File: config.mk
export PLATFORM = sky130hd
export DESIGN_NAME = bconv_stream
export DESIGN_NICKNAME = d
export VERILOG_FILES = /design/src/rtl/bconv_stream.sv
export SDC_FILE = /design/constraint.sdc
export NUM_CORES = 1
export LEC_CHECK = 0
export ABC_AREA = 1
export CORE_UTILIZATION = 62
export CTS_BUF_LIST = sky130_fd_sc_hd__clkbuf_8
export DETAILED_ROUTE_END_ITERATION = 8
export PLACE_DENSITY = 0.83
export SYNTH_ARGS = -nofsm -noshare
export SYNTH_HDL_FRONTEND = slang
export SYNTH_SLANG_ARGS = --single-unit
File: constraint.sdc
create_clock -name clk -period 6.4 [get_ports clk]
set_input_delay 1.28 -clock clk [delete_from_list [all_inputs] [get_ports clk]]
set_output_delay 1.28 -clock clk [all_outputs]
set_load 0.02 [all_outputs]
File: src/rtl/bconv_stream.sv
// bconv_stream: streaming KxK binary convolution engine.
// Pixels arrive one per valid/ready handshake in row-major order. K-1 line
// buffers supply the upper rows of a KxK sliding window. Every pixel that
// completes a full window produces NUM_CH popcount sums (AND or XNOR against
// the loaded kernels) plus their thresholded binary activations. The result
// is held in a single output register that feeds the next layer.
module bconv_stream #(
    parameter int IMG_W  = 28,
    parameter int IMG_H  = 28,
    parameter int K      = 3,
    parameter int NUM_CH = 4,
    parameter int CNT_W  = $clog2(K*K+1),
    parameter int THRESH = 5
) (
    input  logic                      clk,
    input  logic                      rst,
    input  logic                      mode,
    input  logic                      kern_we,
    input  logic [$clog2(NUM_CH)-1:0] kern_ch,
    input  logic [K*K-1:0]            kern_data,
    input  logic                      pix_valid,
    input  logic                      pix_data,
    output logic                      pix_ready,
    output logic                      out_valid,
    input  logic                      out_ready,
    output logic [NUM_CH*CNT_W-1:0]   out_sum,
    output logic [NUM_CH-1:0]         out_bin,
    output logic                      out_last,
    output logic                      busy,
    output logic                      kern_err
);

    localparam int KK    = K * K;
    localparam int CH_W  = $clog2(NUM_CH);
    localparam int COL_W = $clog2(IMG_W);
    localparam int ROW_W = $clog2(IMG_H);

    localparam logic [COL_W-1:0] COL_LAST = COL_W'(IMG_W - 1);
    localparam logic [ROW_W-1:0] ROW_LAST = ROW_W'(IMG_H - 1);
    localparam logic [COL_W-1:0] COL_MIN  = COL_W'(K - 1);
    localparam logic [ROW_W-1:0] ROW_MIN  = ROW_W'(K - 1);

    // Position of the next pixel to be accepted
    logic [COL_W-1:0] col_q, col_d;
    logic [ROW_W-1:0] row_q, row_d;

    // Line buffer j holds the last IMG_W pixels entering it; its MSB is the
    // pixel at the same column, j+1 rows above the incoming pixel.
    logic [IMG_W-1:0] lb_q [K-1];

    // Sliding window, bit [r*K+c]: row r (0 = top), col c (0 = left)
    logic [KK-1:0] win_q, win_d;

    // New right-hand window column, index r = window row
    logic [K-1:0] col_in;

    // Loaded kernels
    logic [KK-1:0] kern_q [NUM_CH];

    // Output register
    logic                    out_valid_q;
    logic [NUM_CH*CNT_W-1:0] out_sum_q, sum_d;
    logic [NUM_CH-1:0]       out_bin_q, bin_d;
    logic                    out_last_q;

    logic busy_q;
    logic kern_err_q;

    logic accept;
    logic win_done;
    logic frame_end;
    logic frame_first;
    logic out_hs;
    logic kern_ok;
    logic kern_rej;

    // Count the set bits of a window-sized vector
    function automatic logic [CNT_W-1:0] popcount(input logic [KK-1:0] v);
        logic [CNT_W-1:0] n;
        n = '0;
        for (int i = 0; i < KK; i++) begin
            n = n + {{(CNT_W-1){1'b0}}, v[i]};
        end
        return n;
    endfunction

    // One channel's match count: AND-popcount (mode 0) or XNOR-popcount (mode 1)
    function automatic logic [CNT_W-1:0] chan_sum(input logic [KK-1:0] w,
                                                  input logic [KK-1:0] k,
                                                  input logic          xnor_mode);
        logic [KK-1:0] m;
        m = xnor_mode ? ~(w ^ k) : (w & k);
        return popcount(m);
    endfunction

    // Binary activation: set when the count reaches the threshold
    function automatic logic binarise(input logic [CNT_W-1:0] s);
        return {{(32-CNT_W){1'b0}}, s} >= 32'(THRESH);
    endfunction

    // Handshake and position-derived control
    always_comb begin
        pix_ready   = !rst && (!out_valid_q || out_ready);
        accept      = pix_valid && pix_ready;
        out_hs      = out_valid_q && out_ready;
        win_done    = accept && (row_q >= ROW_MIN) && (col_q >= COL_MIN);
        frame_end   = (row_q == ROW_LAST) && (col_q == COL_LAST);
        frame_first = (row_q == '0) && (col_q == '0);
        kern_ok     = kern_we && !busy_q && ({{(32-CH_W){1'b0}}, kern_ch} < 32'(NUM_CH));
        kern_rej    = kern_we && !kern_ok;
    end

    // Raster counters: column wraps into the next row, last pixel wraps the frame
    always_comb begin
        col_d = col_q;
        row_d = row_q;
        if (accept) begin
            if (col_q == COL_LAST) begin
                col_d = '0;
                row_d = (row_q == ROW_LAST) ? '0 : row_q + 1'b1;
            end else begin
                col_d = col_q + 1'b1;
            end
        end
    end

    // Next window: shift left one column, new column from line buffers + pixel
    always_comb begin
        col_in      = '0;
        col_in[K-1] = pix_data;
        for (int r = 0; r < K-1; r++) begin
            col_in[r] = lb_q[K-2-r][IMG_W-1];
        end
        win_d = '0;
        for (int r = 0; r < K; r++) begin
            for (int c = 0; c < K-1; c++) begin
                win_d[r*K+c] = win_q[r*K+c+1];
            end
            win_d[r*K+K-1] = col_in[r];
        end
    end

    // Per-channel sums and activations for the window the current pixel completes
    always_comb begin
        sum_d = '0;
        bin_d = '0;
        for (int ch = 0; ch < NUM_CH; ch++) begin
            sum_d[ch*CNT_W +: CNT_W] = chan_sum(win_d, kern_q[ch], mode);
            bin_d[ch]                = binarise(sum_d[ch*CNT_W +: CNT_W]);
        end
    end

    // Pixel-path state: counters, window and line buffers advance only on accept
    always_ff @(posedge clk) begin
        if (rst) begin
            col_q <= '0;
            row_q <= '0;
            win_q <= '0;
            for (int j = 0; j < K-1; j++) begin
                lb_q[j] <= '0;
            end
        end else if (accept) begin
            col_q <= col_d;
            row_q <= row_d;
            win_q <= win_d;
            // Line buffer j is fed by the window column entering row K-1-j
            for (int j = 0; j < K-1; j++) begin
                lb_q[j] <= {lb_q[j][IMG_W-2:0], col_in[K-1-j]};
            end
        end
    end

    // Kernel store; writes only between frames, rejected writes flag an error
    always_ff @(posedge clk) begin
        if (rst) begin
            kern_err_q <= 1'b0;
            for (int ch = 0; ch < NUM_CH; ch++) begin
                kern_q[ch] <= '0;
            end
        end else begin
            kern_err_q <= kern_rej;
            for (int ch = 0; ch < NUM_CH; ch++) begin
                if (kern_ok && (kern_ch == CH_W'(ch))) begin
                    kern_q[ch] <= kern_data;
                end
            end
        end
    end

    // Output register: load on window completion, otherwise drain on handshake
    always_ff @(posedge clk) begin
        if (rst) begin
            out_valid_q <= 1'b0;
            out_sum_q   <= '0;
            out_bin_q   <= '0;
            out_last_q  <= 1'b0;
        end else if (win_done) begin
            out_valid_q <= 1'b1;
            out_sum_q   <= sum_d;
            out_bin_q   <= bin_d;
            out_last_q  <= frame_end;
        end else if (out_ready) begin
            out_valid_q <= 1'b0;
        end
    end

    // Frame activity: a new frame's first pixel wins over the previous frame's end
    always_ff @(posedge clk) begin
        if (rst) begin
            busy_q <= 1'b0;
        end else if (accept && frame_first) begin
            busy_q <= 1'b1;
        end else if (out_hs && out_last_q) begin
            busy_q <= 1'b0;
        end
    end

    assign out_valid = out_valid_q;
    assign out_sum   = out_sum_q;
    assign out_bin   = out_bin_q;
    assign out_last  = out_last_q;
    assign busy      = busy_q;
    assign kern_err  = kern_err_q;

endmodule

==> results of run 1 <==
==> cells in the mapped netlist (4+ instances only) <==
| cell | instances | area, sq um |
|---|---|---|
| edfxtp_1 | 92 | 2760 |
| o21ai_0 | 52 | 260 |
| ha_1 | 50 | 626 |
| nand4_2 | 4 | 50.1 |
| nor2_1 | 154 | 578 |
| nand2_1 | 109 | 409 |
| inv_1 | 137 | 514 |
| nor3_1 | 4 | 20.0 |
| dfxtp_1 | 40 | 801 |
| clkbuf_1 | 8 | 30.0 |
| nand3_1 | 23 | 115 |
| a21oi_1 | 7 | 35.0 |
| fa_1 | 20 | 400 |
| buf_2 | 8 | 40.0 |
==> tightest hold or removal path: cells and delay by family (launching register included) <==
family / cells / cell delay [ns]
simple gates: 3 / 0.12
buf+inv: 1 / 0.05
flops: 1 / 0.31
==> layout by cell type, fill, tap and decap left out <==
cell type          n
nor2_1           154
inv_1            138
nand2_1          108
edfxtp_1          92
o21ai_0           52
ha_1              50
clkdlybuf4s50_1   42
dfxtp_1           40
nand3_1           23
fa_1              20
clkbuf_8          17
a21oi_1            7
nand4_2            4
clkinv_2           4
nor3_1             4
buf_4              4
clkinv_1           3
nand2_2            2
nand3_4            2
xor2_1             2
xnor2_1            2
o22ai_1            2
clkinv_4           2
inv_6              2
bufinv_16          2
clkinvlp_4         2
inv_2              1
nor2_2             1
nand3_2            1
nand4_1            1
o31ai_1            1
==> flip-flops by register name (all words and copies together) (netlist names) <==
name       count
out_valid      1
row_q          5
lb_q          56
win_q          6
out_last       1
col_q          5
out_sum       16
kern_q        36
kern_err       1
busy           1
out_bin        4
==> layer usage <==
metal	part of all wire	routed length, um	GRT usage
met1	0.41	5270	0.294
met2	0.52	6780	0.431
met3	0.041	539	0.0620
met4	0.032	416	0.130
met5	0	0	0
==> report_power, final <==
part,internal [mW],total (mW),switching (mW)
Clock,0.341,0.671,0.330
Combinational,0.154,0.396,0.242
Sequential,0.961,0.987,0.0254
==> stage by stage <==
| step | power (mW) | hold WS (ns) | instances | cell area [sq um] |
|---|---|---|---|---|
| 2_1_floorplan | 1.28 | 0.462 | 728 | 6810 |
| 6_report | 2.05 | 0.512 | 921 | 7700 |
| 5_1_grt | 2.15 | 0.531 | 921 | 7700 |
| 3_5_place_dp | 1.39 | 0.501 | 889 | 7320 |
| 4_1_cts | 2.06 | 0.512 | 921 | 7700 |
| 3_3_place_gp | 1.37 | 0.484 | 889 | 7320 |
==> worst paths after layout <==
| check | endpoint | depth (start not counted) | startpoint |
|---|---|---|---|
| worst min-delay path | out_sum[6] | 4 | out_sum[6] |
| worst max-delay path | out_bin[2] | 13 | mode |
| worst max register to register | out_bin[2] | 13 | win_q[1] |
| worst min register to register | out_sum[6] | 4 | out_sum[6] |
==> cell families (layout without fill, tap and decap cells) <==
kind of cell	Yosys count	in the layout	share of synthesized area
compound gates	62	62	0.0463
fa+ha+maj	70	70	0.151
flops	132	132	0.524
buf+inv	160	217	0.0926
xor+xnor	4	4	0.00515
simple gates	300	300	0.182
==> cell type report <==
class                   count  share of cell area
well taps                 136              0.0221
flip-flops and latches    132               0.463
clock buffers              17              0.0304
clock inverters            15              0.0182
multi-input cells         436               0.340
repair buffers             46              0.0585
inverters                 139              0.0680
==> results.toml, run 1 <==
[sta]
report.final.slew_viol_count = 0
slew_headroom = 0.498
min_period_over_period = 0.808
fin_skew_ns = 0.0106
period_minus_slack_ns = 5.17
worst_pin_slew_ns = 0.752
fin_ws_ns = 1.23
setup_viol_count_final = 0
setup_tns_ns = 0
rsz0062_at_grt = "false"
final_hold_viol_count = 0
max_freq_mhz = 193

[place]
place_congestion = 0.837
dp_slack_ns = 0.855
dp_hpwl_um = 9360
io_buffers = 42

[cts]
clk_pin_slew_ns = 0.07
clock_sinks = 132
ctsHoldBuffers = 0
ctsResizeCount = 0
max-clock-path-buffers = 2
cts_max_level = 4
cts_made_buffers = 17
cts_tree = "done"
cts_setup_buffers = 0
clk_latency_ns = 0.46
cts_root_buf = "clkbuf_8"

[die]
fp.dieH_um = 107
fp.dieW_um = 107
core_area_sq_um = 10500
start_util = 0.651
rows = 37
dieArea_sq_um = 11400
boundaryPins = 43

[setup_path]
critPathMaxFanout = 58
startpoint_type = "input pin"
end_kind = "register"
slowest_stage = "fa_1"
worst-path-buf-inv = 3
crit_type = "input pin to register"
worstPathRequired_ns = 6.79
critPathArrivalTime_ns = 5.56
cpMostUsedCell = "fa_1"
slowest_delay_ns = 0.59
cp_top_family = "adder cells"
crit_chain = "clkdlybuf4s50_1 > buf_4 > o21ai_0 > fa_1 > fa_1 > fa_1 > inv_1 > fa_1 > fa_1 > nor2_1 > o21ai_0 > nor2_1 > nor2_1"
rrSetupSlack_ns = 2.24

[cells_and_area]
multiInputGateArea_sq_um = 2620
fillers = 773
nNetsFinal = 860
drive_gt1_frac = 0.0561
diodes = 0
final_util = 0.736
ff_latch_area_sq_um = 3560
areaGrowthSynthToFinish_pct = 13.1

[power_and_ir_drop]
irDropWorstVdd_v = 0.000208
powerDensity_nw_per_um2 = 267
leakagePower_nw = 3.52

[detailed_routing]
wirelength_um = 13000
drc = 0
drt_iter0_markers = 292
wl_per_cell_um = 14.1
firstDrtPassIters = 6
via_per_inst = 5.21
num_vias = 4794
drtAntennaViolNets = 0

[yosys]
syn-num-nets = 816
avgSynthCellArea_sq_um = 9.35
synthCells = 728
ys.flop_type = "edfxtp_1"
synth_enable_flop_cells = 92
async_reset_ff_frac = 0
yosysWarnings = 0
synth_area_sq_um = 6810
ys_seq_elements = 132
seq_area_frac_synth = 0.524
yosysUniqueCellTypes = 28

[grt]
grt_first_pass_wirelength_um = 21700
grt_pass1_vias = 4776
overflow = 0
antenna_found_initial = 0
grt_max_degree = 74
grt_util_all_layers = 0.252

[flow_run]
cap_violations = 0

[run_status]
status = "completed"

[min_path]
min_path_type = "register to register"
Power figures use the tool's default switching activity.
==> run 2: changes to the inputs <==
Settings changed: CORE_UTILIZATION 62 to 56, PLACE_DENSITY 0.83 to 0.79.
Clock period 6.4 ns to 4.18 ns, I/O delays scaled along.
==> results.toml, run 2 (synthesized netlist as in run 1, its figures left out) <==
[detailed_routing]
dr_wl_met2_um = 6720
wl_per_cell_um = 13.8
m1WireLength_um = 5460
drt_iter0_markers = 361
drc = 2
num_vias = 4872
via_per_inst = 5.16
highest_layer = "met4"
wirelength_um = 13000
firstDrtPassIters = 7
dr_wl_met3_um = 562
drtAntennaViolNets = 0

[power_and_ir_drop]
powerDensity_nw_per_um2 = 415
leakagePower_nw = 3.64
irDropWorstVdd_v = 0.000321
p_sw_mw = 0.941
p_clk_frac = 0.315
p_seq_frac = 0.461
swShare = 0.287
finalPower_mw = 3.28
power_frac_comb = 0.224
p_int_mw = 2.34

[grt]
antenna_found_initial = 0
grt_util_all_layers = 0.226
grt_pass1_vias = 4947
grt_first_pass_wirelength_um = 22200
overflow = 0
grt_max_degree = 49

[die]
dieArea_sq_um = 12600
fp.dieW_um = 112
start_util = 0.586
core_area_sq_um = 11600
fp.dieH_um = 112
boundaryPins = 43
rows = 39

[cts]
cts_max_level = 4
clk_pin_slew_ns = 0.08
clock_sinks = 132
cts_tree = "done"
clk_latency_ns = 0.45
cts_root_buf = "clkbuf_8"
cts_setup_buffers = 0
max-clock-path-buffers = 2
cts_made_buffers = 17

[sta]
fin_ws_ns = 0.188
report.final.slew_viol_count = 0
max_freq_mhz = 250
fin_skew_ns = 0.0183
period_minus_slack_ns = 3.99
worst_pin_slew_ns = 0.525
final_hold_viol_count = 0
slew_headroom = 0.650
rsz0062_at_grt = "false"
setup_tns_ns = 0
min_period_over_period = 0.955
setup_viol_count_final = 0

[cells_and_area]
mostFrequentLayoutCells = "nor2_1, inv_1, nand2_1, edfxtp_1, ha_1"
final_common_cell = "nor2_1"
final_area_sq_um = 7900
final_util = 0.680
nNetsFinal = 877
multiInputGateArea_sq_um = 2630
ff_latch_area_sq_um = 3570
fillers = 903
top_register = "lb_q"
largest_register_ffs = 56
diodes = 0
drive_gt1_frac = 0.0873
areaGrowthSynthToFinish_pct = 16.1

[setup_path]
slowest_delay_ns = 0.53
cpMostUsedCell = "fa_1"
startpoint_type = "register"
critPathArrivalTime_ns = 4.33
crit_chain = "ha_1 > nand2_1 > o21ai_1 > fa_1 > fa_1 > fa_1 > inv_1 > fa_2 > fa_1 > xnor2_2 > o21ai_0 > nor2_1 > nor2_1"
worst-path-buf-inv = 1
critPathMaxFanout = 5
cp_top_family = "adder cells"
rrSetupSlack_ns = 0.19
worstPathRequired_ns = 4.52
end_kind = "register"
slowest_stage = "fa_1"
crit_type = "register to register"

[min_path]
min_path_type = "register to register"

[place]
placed_area_sq_um = 7480
dp_slack_ns = -0.624
io_buffers = 42
dp_hpwl_um = 9390
place_congestion = 0.842

[flow_run]
cap_violations = 0

[run_status]
status = "complete, but fails checks"
violations = "design-rule violations"
## run 2: worst paths after layout
path / from / to / cells after the start
worst max register to register: win_q[4] / out_bin[2] / 13
worst min-delay path: busy / kern_err / 2
worst max-delay path: win_q[4] / out_bin[2] / 13
worst min register to register: busy / kern_err / 2
## run 2: layer usage
metal | up-vias | track usage
met1 | 2334 | 0.265
met5 | - | 0
met3 | 22 | 0.0621
met4 | 0 | 0.0889
met2 | 103 | 0.396
li1 | 2413 | -
## run 2: layout make-up
cell class	count	area share
tap	143	0.0226
timing repair buffer	63	0.0797
clock buffer	17	0.0296
multi-input combinational	436	0.333
clock inverter	15	0.0179
sequential	132	0.451
inverter	139	0.0662
## run 2: per-stage QoR
| stage | hold slack [ns] | instances |
|---|---|---|
| global route | 0.550 | 945 |
| CTS | 0.508 | 945 |
| detailed placement | 0.486 | 912 |
| finish | 0.508 | 945 |
| global placement | 0.478 | 912 |
| floorplan | 0.462 | 728 |
## run 2: power by group through the flow
stage | logic [mW] | registers [mW] | clock network [mW]
after floorplan | 0.437 | 1.53 | 0
after global placement | 0.668 | 1.53 | 0
after detailed placement | 0.720 | 1.54 | 0
after CTS | 0.729 | 1.51 | 1.05
after global routing | 0.834 | 1.52 | 1.10
final | 0.735 | 1.51 | 1.03
## run 2: repair_timing
item,CTS,global route
resized for setup,6,11
hold buffers,0,0
setup endpoints to repair,9,6
cloned,1,0
pin swaps,1,1
## run 2: tightest hold or removal path, stage by stage (launching register included)
cell	delay, ns
dfxtp_1	0.36
nand2_1	0.07
nor2_1	0.04
